`config.mk`:
```
export PLATFORM = sky130hd
export DESIGN_NAME = delay_valid_var
export DESIGN_NICKNAME = d
export VERILOG_FILES = /design/src/rtl/delay_valid_var.sv
export SDC_FILE = /design/constraint.sdc
export NUM_CORES = 1
export LEC_CHECK = 0
export CORE_ASPECT_RATIO = 0.7
export CORE_MARGIN = 1.5
export CORE_UTILIZATION = 26
export CTS_CLUSTER_SIZE = 12
export DETAILED_ROUTE_END_ITERATION = 10
export PLACE_DENSITY = 0.59
export SLEW_MARGIN = 25
export SYNTH_ARGS = -nofsm -noshare
export SYNTH_HDL_FRONTEND = slang
export SYNTH_SLANG_ARGS = --single-unit
```
`constraint.sdc`:
```
create_clock -name clk -period 1.9 [get_ports clk]
set_input_delay 0.38 -clock clk [delete_from_list [all_inputs] [get_ports clk]]
set_output_delay 0.38 -clock clk [all_outputs]
set_load 0.03 [all_outputs]
```
`src/rtl/delay_valid_var.sv`:
```
// delay_valid_var
//
// Purpose:
//   Delay line for WIDTH-bit data words that carry a valid tag. Words move
//   through DEPTH register stages, one stage per enabled clock edge. The
//   output tap is chosen at runtime, so the delay can be anywhere from
//   0 (combinational bypass) to DEPTH enabled edges. The line stalls with
//   en=0 and empties on flush, so it can follow the main pipeline it
//   shadows (writeback tags, hazard bookkeeping).
//
// Parameters:
//   WIDTH  data bits per entry (>= 1)
//   DEPTH  number of register stages, i.e. maximum delay (>= 1)
//   SEL_W  derived width of the tap select, $clog2(DEPTH+1)
//
// Ports:
//   clk        rising-edge clock
//   reset      synchronous, active-high; clears every stage
//   en         advance enable; 0 = every stage holds its value
//   flush      synchronous clear of every stage; lower priority than reset,
//              higher than en
//   sel        tap select, in enabled cycles of delay (0..DEPTH).
//              Values above DEPTH are clamped to DEPTH.
//   in         data in
//   in_valid   valid tag for in
//   out        data at the selected tap
//   out_valid  valid tag at the selected tap
//   count      (UTIL_DELAY_VALID_COUNT_EN only) registered number of stages
//              whose valid tag is set, counted over all stages regardless
//              of sel
//
// Configuration:
//   UTIL_DELAY_VALID_COUNT_EN  when defined, adds the count output and the
//                              counter that drives it. When undefined, the
//                              port and its logic do not exist.

module delay_valid_var #(
    parameter  int WIDTH = 4,
    parameter  int DEPTH = 2,
    localparam int SEL_W = $clog2(DEPTH + 1)
) (
    input  logic             clk,
    input  logic             reset,
    input  logic             en,
    input  logic             flush,
    input  logic [SEL_W-1:0] sel,
    input  logic [WIDTH-1:0] in,
    input  logic             in_valid,
`ifdef UTIL_DELAY_VALID_COUNT_EN
    output logic [SEL_W-1:0] count,
`endif
    output logic [WIDTH-1:0] out,
    output logic             out_valid
);

    // Stage k holds the word sampled k enabled edges ago.
    // Index 1 is the newest stage and index DEPTH the oldest.
    logic [WIDTH-1:0] stage_d [1:DEPTH];
    logic             stage_v [1:DEPTH];

    // Tap select after clamping out-of-range values to the last stage.
    logic [SEL_W-1:0] tap_sel;

    // Shift register. Reset and flush both empty the line and drop the word
    // presented in that cycle. A stall holds every stage, so the word keeps
    // its position and the delay counts only enabled edges.
    always_ff @(posedge clk) begin
        if (reset || flush) begin
            for (int k = 1; k <= DEPTH; k++) begin
                stage_d[k] <= '0;
                stage_v[k] <= 1'b0;
            end
        end else if (en) begin
            stage_d[1] <= in;
            stage_v[1] <= in_valid;
            for (int k = 2; k <= DEPTH; k++) begin
                stage_d[k] <= stage_d[k-1];
                stage_v[k] <= stage_v[k-1];
            end
        end
    end

    // A select above DEPTH is only possible when DEPTH+1 is not a power of
    // two. It reads the oldest stage.
    always_comb begin
        tap_sel = sel;
        if (sel > SEL_W'(DEPTH)) begin
            tap_sel = SEL_W'(DEPTH);
        end
    end

    // Output mux. sel=0 bypasses the line completely, so it follows the
    // input even during a stall. No stored state depends on sel, so
    // changing it takes effect in the same cycle.
    always_comb begin
        out       = in;
        out_valid = in_valid;
        for (int k = 1; k <= DEPTH; k++) begin
            if (tap_sel == SEL_W'(k)) begin
                out       = stage_d[k];
                out_valid = stage_v[k];
            end
        end
    end

`ifdef UTIL_DELAY_VALID_COUNT_EN
    // Occupancy counter updated on the same edge as the stages.
    // A valid word entering stage 1 adds one and a valid word leaving the
    // last stage subtracts one. When both happen on the same edge, the
    // count does not change. The maximum value is DEPTH, which always fits
    // in SEL_W bits.
    logic [SEL_W-1:0] count_q;

    always_ff @(posedge clk) begin
        if (reset || flush) begin
            count_q <= '0;
        end else if (en) begin
            case ({in_valid, stage_v[DEPTH]})
                2'b10:   count_q <= count_q + SEL_W'(1);
                2'b01:   count_q <= count_q - SEL_W'(1);
                default: count_q <= count_q;
            endcase
        end
    end

    assign count = count_q;
`endif

endmodule
```
==> flow_metrics.tcl, run 1 <==
set metrics [dict create \
    arrival_ns 1.38 \
    slew_viol_final 0 \
    totalWireLength_um 827 \
    drc_errors 0 \
    cp_cell_sequence "clkdlybuf4s50_1 > nand2_1 > o21ai_0 > buf_4" \
    hold_violations 0 \
    grt_setup_unrepaired "false" \
    clockBufferDepth 2 \
    synthesis.area_um2 493 \
    first_pass_iters 3 \
    io_pins 16 \
    synth_top_family_by_area "simple AND/OR/NAND/NOR gates" \
    fin_crit_sh_pct 92.7 \
    wl_met3_um 67 \
    fin_crit_ns 1.76 \
    maxCapViolations 0 \
    top_layer_used "met3" \
    synth_seq_cells 10 \
    synth_warnings 0 \
    design.core.area_um2 1680 \
    p_sw_share_pct 22.6 \
    htree_levels 1 \
    max_freq_ghz 0.568 \
    grt-ovfl-total 0 \
    synthTopCellsByCount "and2_1, edfxtp_1, mux2i_1, nand2_1, o21ai_0" \
    finalSetupTns_ns 0 \
    synth_top_cell_area_share_pct 60.9 \
    chipWidth_um 55.0 \
    post_cts_buffers 0 \
    cts_hold_buf 0 \
    dr.first_iter.drc_count 2 \
    total_power_mw 0.473 \
    synthArstFlopShare_pct 0 \
    routed-wl-met2_um 384 \
    muxShareOfSynthArea_pct 10.2 \
    worst_slack_ns 0.140 \
    wl_per_cell_um 10.9 \
    drive_gt1_share_pct 16.4 \
    syn-num-nets 50 \
    layout.cells.non_filler 76 \
    dp_slack_ns -0.0206 \
    p_leak_nw 0.273 \
    post-place-cells 73 \
    netlist_instances 39 \
    post-dp-hpwl_um 627 \
    status "finished, final reports clean" \
    finalSetupViolations 0 \
    clkLatencyLatePin_ns 0.25 \
    numClockSinks 10 \
    initial_core_util_pct 29.3 \
    grt_usage_pct 10.0 \
    slew_headroom_pct 72.3 \
    p_sw_mw 0.107 \
    grt_pass1_wl_um 1370 \
    synthTopCellsByArea "edfxtp_1, and2_1, mux2i_1" \
    fin_nets 68 \
    dominantRegCellSynth "edfxtp_1" \
    synth_compound_area_share_pct 5.08 \
    slowest_stage "clkdlybuf4s50_1" \
    avgSynthCellArea_um2 12.6 \
    p_seq_share_pct 54.6 \
    startpoint_type "primary input" \
    worst_slew_pin_slew_ns 0.416 \
    p_clk_share_pct 28.5 \
    die_area_um2 2170 \
    crit_fanout 10 \
    internal-power_mw 0.366 \
    cts_buffers 3 \
    hp-class "reg -> reg" \
    diodes 0 \
    synth_fa_ha_area_share_pct 0 \
    vdd_drop_max_uv 350 \
    synth_simple_gate_area_share_pct 21.6 \
    rows 12 \
    worst-path-buf-inv 2 \
    synthDistinctLibCells 9 \
    routed_via_density 4.32 \
    synth_seq_area_share_pct 60.9 \
    yosys.area_share.xor_xnor_pct 0 \
    clkSlewWorstSetupHoldPaths_ns 0.06 \
    critPathMaxStageDelay_ns 0.65 \
    ctsResizeCount 1 \
    grt_start_max_net_pins 11 \
    synth_edf_count 10 \
    vias 328 \
    yosysTopAreaCell "edfxtp_1" \
    syn2layout_area_growth_pct 35.3 \
    p_per_area_nw_per_um2 709 \
    cpLargestDelayFamily "buffers and inverters" \
    antenna_found_initial 0 \
    ant_nets 0 \
    crit_path_end_kind "output pin" \
    cts_root_buf "clkbuf_4" \
    gp_congestion 0.649 \
    wl_met1_um 376 \
    cp.required_ns 1.52 \
    combPwrFrac_pct 16.9 \
    critPathKind "in -> out" \
    finClkSkew_ns 0.00336 \
    port_buffers 15 \
    grt_pass1_vias 338 \
    cts_tree "built" \
    die_h_um 39.4 \
]
-- path summary, 6_finish.rpt --
kind         cells past startpoint       endpoint          start  slack [ns]
max reg2reg                      1  stage_d[2][1]  stage_d[1][1]        1.13
max                              4         out[2]         sel[1]        0.14
min                              1  stage_d[2][2]  stage_d[1][2]        0.55
min reg2reg                      1  stage_d[2][2]  stage_d[1][2]        0.55
-- flip-flops by register name, summed over array words and instances (netlist names) --
signal   count
stage_v      2
stage_d      8
-- cells in the final DEF (no fill, tap or decap) --
master,n
dlygate4sd2_1,1
buf_4,5
clkbuf_4,3
nand2_1,5
nor3b_4,1
or3_1,1
edfxtp_1,10
and2_1,10
mux2i_1,5
clkdlybuf4s50_1,9
o21ai_0,5
-- cell type report --
type | instances | area (um2)
timing repair buffer | 15 | 136
fill | 179 | 1010
clock buffer | 3 | 22.5
multi-input combinational | 27 | 181
sequential | 10 | 300
tap | 21 | 26.3
-- power by group through the flow --
stage | clock [mW] | combinational [mW] | sequential [mW]
2_1_floorplan | 0 | 0.0428 | 0.262
3_3_place_gp | 0 | 0.0815 | 0.263
3_5_place_dp | 0 | 0.0818 | 0.263
4_1_cts | 0.144 | 0.0812 | 0.258
5_1_grt | 0.156 | 0.0871 | 0.260
6_report | 0.135 | 0.0798 | 0.258
-- layer usage --
metal | vias to the layer above | track usage [%]
li1 | 171 | -
met1 | 144 | 10.8
met2 | 13 | 16.4
met3 | 0 | 6.87
met4 | 0 | 1.83
met5 | - | 0
-- metrics by stage --
step                area, um2  util (%)  hold WS, ns
CTS                       667      39.7        0.550
detailed placement        646      38.4        0.536
global route              667      39.7        0.591
global placement          646      38.4        0.539
floorplan                 493         -        0.524
finish                    667      39.7        0.549
-- cells by family after synthesis --
logic type | after synthesis
multiplexers | 5
AO/OA/AOI/OAI | 5
buffers and inverters | 2
flip-flops | 10
AND/OR/NAND/NOR | 17
No activity file was read; power rests on OpenSTA's default activity.
==> inputs of run 2 (changes only) <==
- CTS_CLUSTER_DIAMETER: not set -> 100
==> results of run 2 <==
Final layout, timing and power as in run 1 (identical DEF).
==> inputs of run 3 (changes only) <==
- CORE_AREA: not set -> 2 2 39 41
- CORE_ASPECT_RATIO: 0.7 -> not set
- CORE_MARGIN: 1.5 -> not set
- CORE_UTILIZATION: 26 -> not set
- DIE_AREA: not set -> 0 0 41 43
- PLACE_DENSITY: 0.59 -> 0.76
==> run 3 against run 2 <==
Routed wire length decreased by 0.12%. Critical path depth unchanged. Clock-buffer cell count unchanged. Via count increased by 4.9%. Utilization increased by 8.1 points. Largest cell class unchanged. Largest power group unchanged.
==> flow_metrics.tcl, run 3 (same netlist as run 1, synthesis figures left out) <==
set metrics [dict create \
    first_pass_iters 4 \
    io_pins 16 \
    crit_fanout 10 \
    htree_levels 1 \
    port_buffers 15 \
    maxCapViolations 0 \
    finalSetupTns_ns 0 \
    ant_nets 0 \
    die_h_um 43 \
    cp.required_ns 1.52 \
    design.core.area_um2 1380 \
    diodes 0 \
    final_cell_mix "and2_1, edfxtp_1, clkdlybuf4s50_1" \
    slew_headroom_pct 72.4 \
    post_cts_buffers 0 \
    largest_register_ffs 8 \
    slew_viol_final 0 \
    cts_tree "built" \
    antenna_found_initial 0 \
    p_per_area_nw_per_um2 717 \
    grt_usage_pct 11.5 \
    wl_per_cell_um 11.6 \
    crit_path_end_kind "output pin" \
    cts_buffers 3 \
    finClkSkew_ns 0.0000755 \
    fin_hold_ws_ns 0.557 \
    fin_crit_sh_pct 90.8 \
    chipWidth_um 41 \
    finalSetupViolations 0 \
    fillers 131 \
    die_area_um2 1760 \
    wl_met1_um 368 \
    cts_hold_buf 0 \
    rrSetupSlack_ns 1.10 \
    top_regs "stage_d (8), stage_v (2)" \
    arrival_ns 1.34 \
    critPathKind "in -> out" \
    drc_errors 0 \
    max_freq_ghz 0.580 \
    startpoint_type "primary input" \
    grt-ovfl-total 0 \
    grt_pass1_wl_um 1290 \
    routed_via_density 4.85 \
    syn2layout_area_growth_pct 34.0 \
    layout.cells.non_filler 71 \
    worst_slew_pin_slew_ns 0.414 \
    status "finished, final reports clean" \
    grt_pass1_vias 308 \
    drive_gt1_share_pct 16.4 \
    fin_nets 68 \
    numClockSinks 10 \
    clkLatencyLatePin_ns 0.25 \
    wl_met3_um 52 \
    post-dp-hpwl_um 644 \
    top_layer_used "met4" \
    clkSlewWorstSetupHoldPaths_ns 0.06 \
    dr.first_iter.drc_count 5 \
    grt_setup_unrepaired "false" \
    vias 344 \
    gp_congestion 0.656 \
    totalWireLength_um 826 \
    grt_start_max_net_pins 11 \
    regMostFlops "stage_d" \
    cts_root_buf "clkbuf_4" \
    hold_violations 0 \
    routed-wl-met2_um 390 \
    p_leak_nw 0.273 \
    worst_slack_ns 0.175 \
    dp_slack_ns -0.00578 \
    clockBufferDepth 2 \
    initial_core_util_pct 35.6 \
    hp-class "reg -> reg" \
    vdd_drop_max_uv 324 \
    fin_crit_ns 1.72 \
    rows 14 \
    post-place-cells 68 \
]
[run 3: worst paths after layout]
path                                     from  depth (start not counted)             to
worst max-delay path                   sel[1]                          4         out[3]
worst min-delay path            stage_d[1][1]                          1  stage_d[2][1]
worst max register to register  stage_d[1][2]                          1  stage_d[2][2]
worst min register to register  stage_d[1][1]                          1  stage_d[2][1]
[run 3: metal layers]
metal	up-vias	track usage (%)
li1	171	-
met1	159	14.3
met2	12	16.3
met3	2	3.14
met4	0	8.00
met5	-	0
[run 3: area by class of cell]
type	count	area [um2]	area share, %
clock buffers	3	22.5	3.41
repair buffers	15	136	20.6
multi-input cells	27	181	27.5
flip-flops and latches	10	300	45.5
well taps	16	20.0	3.03
[run 3: what timing repair did]
action,CTS,global route
gates resized for setup,1,0
endpoints found under the hold margin,0,0
setup endpoints to repair,1,0
[run 3: metrics by stage]
stage	power, mW	cell area (um2)	utilization [%]
floorplan	0.304	493	-
global placement	0.343	639	46.2
detailed placement	0.345	639	46.2
CTS	0.480	661	47.7
global route	0.499	661	47.7
finish	0.474	661	47.7
[run 3: power breakdown]
group          switching [mW]  internal, mW  total, mW  leakage, nW
combinational          0.0403        0.0394     0.0797        0.143
sequential            0.00458         0.254      0.259        0.116
clock                  0.0623        0.0726      0.135       0.0138
total                   0.107         0.366      0.474        0.273
[run 3: critical path, stage by stage]
cell and delay (ns):
clkdlybuf4s50_1 0.62, nand2_1 0.07, o21ai_0 0.08, buf_4 0.19
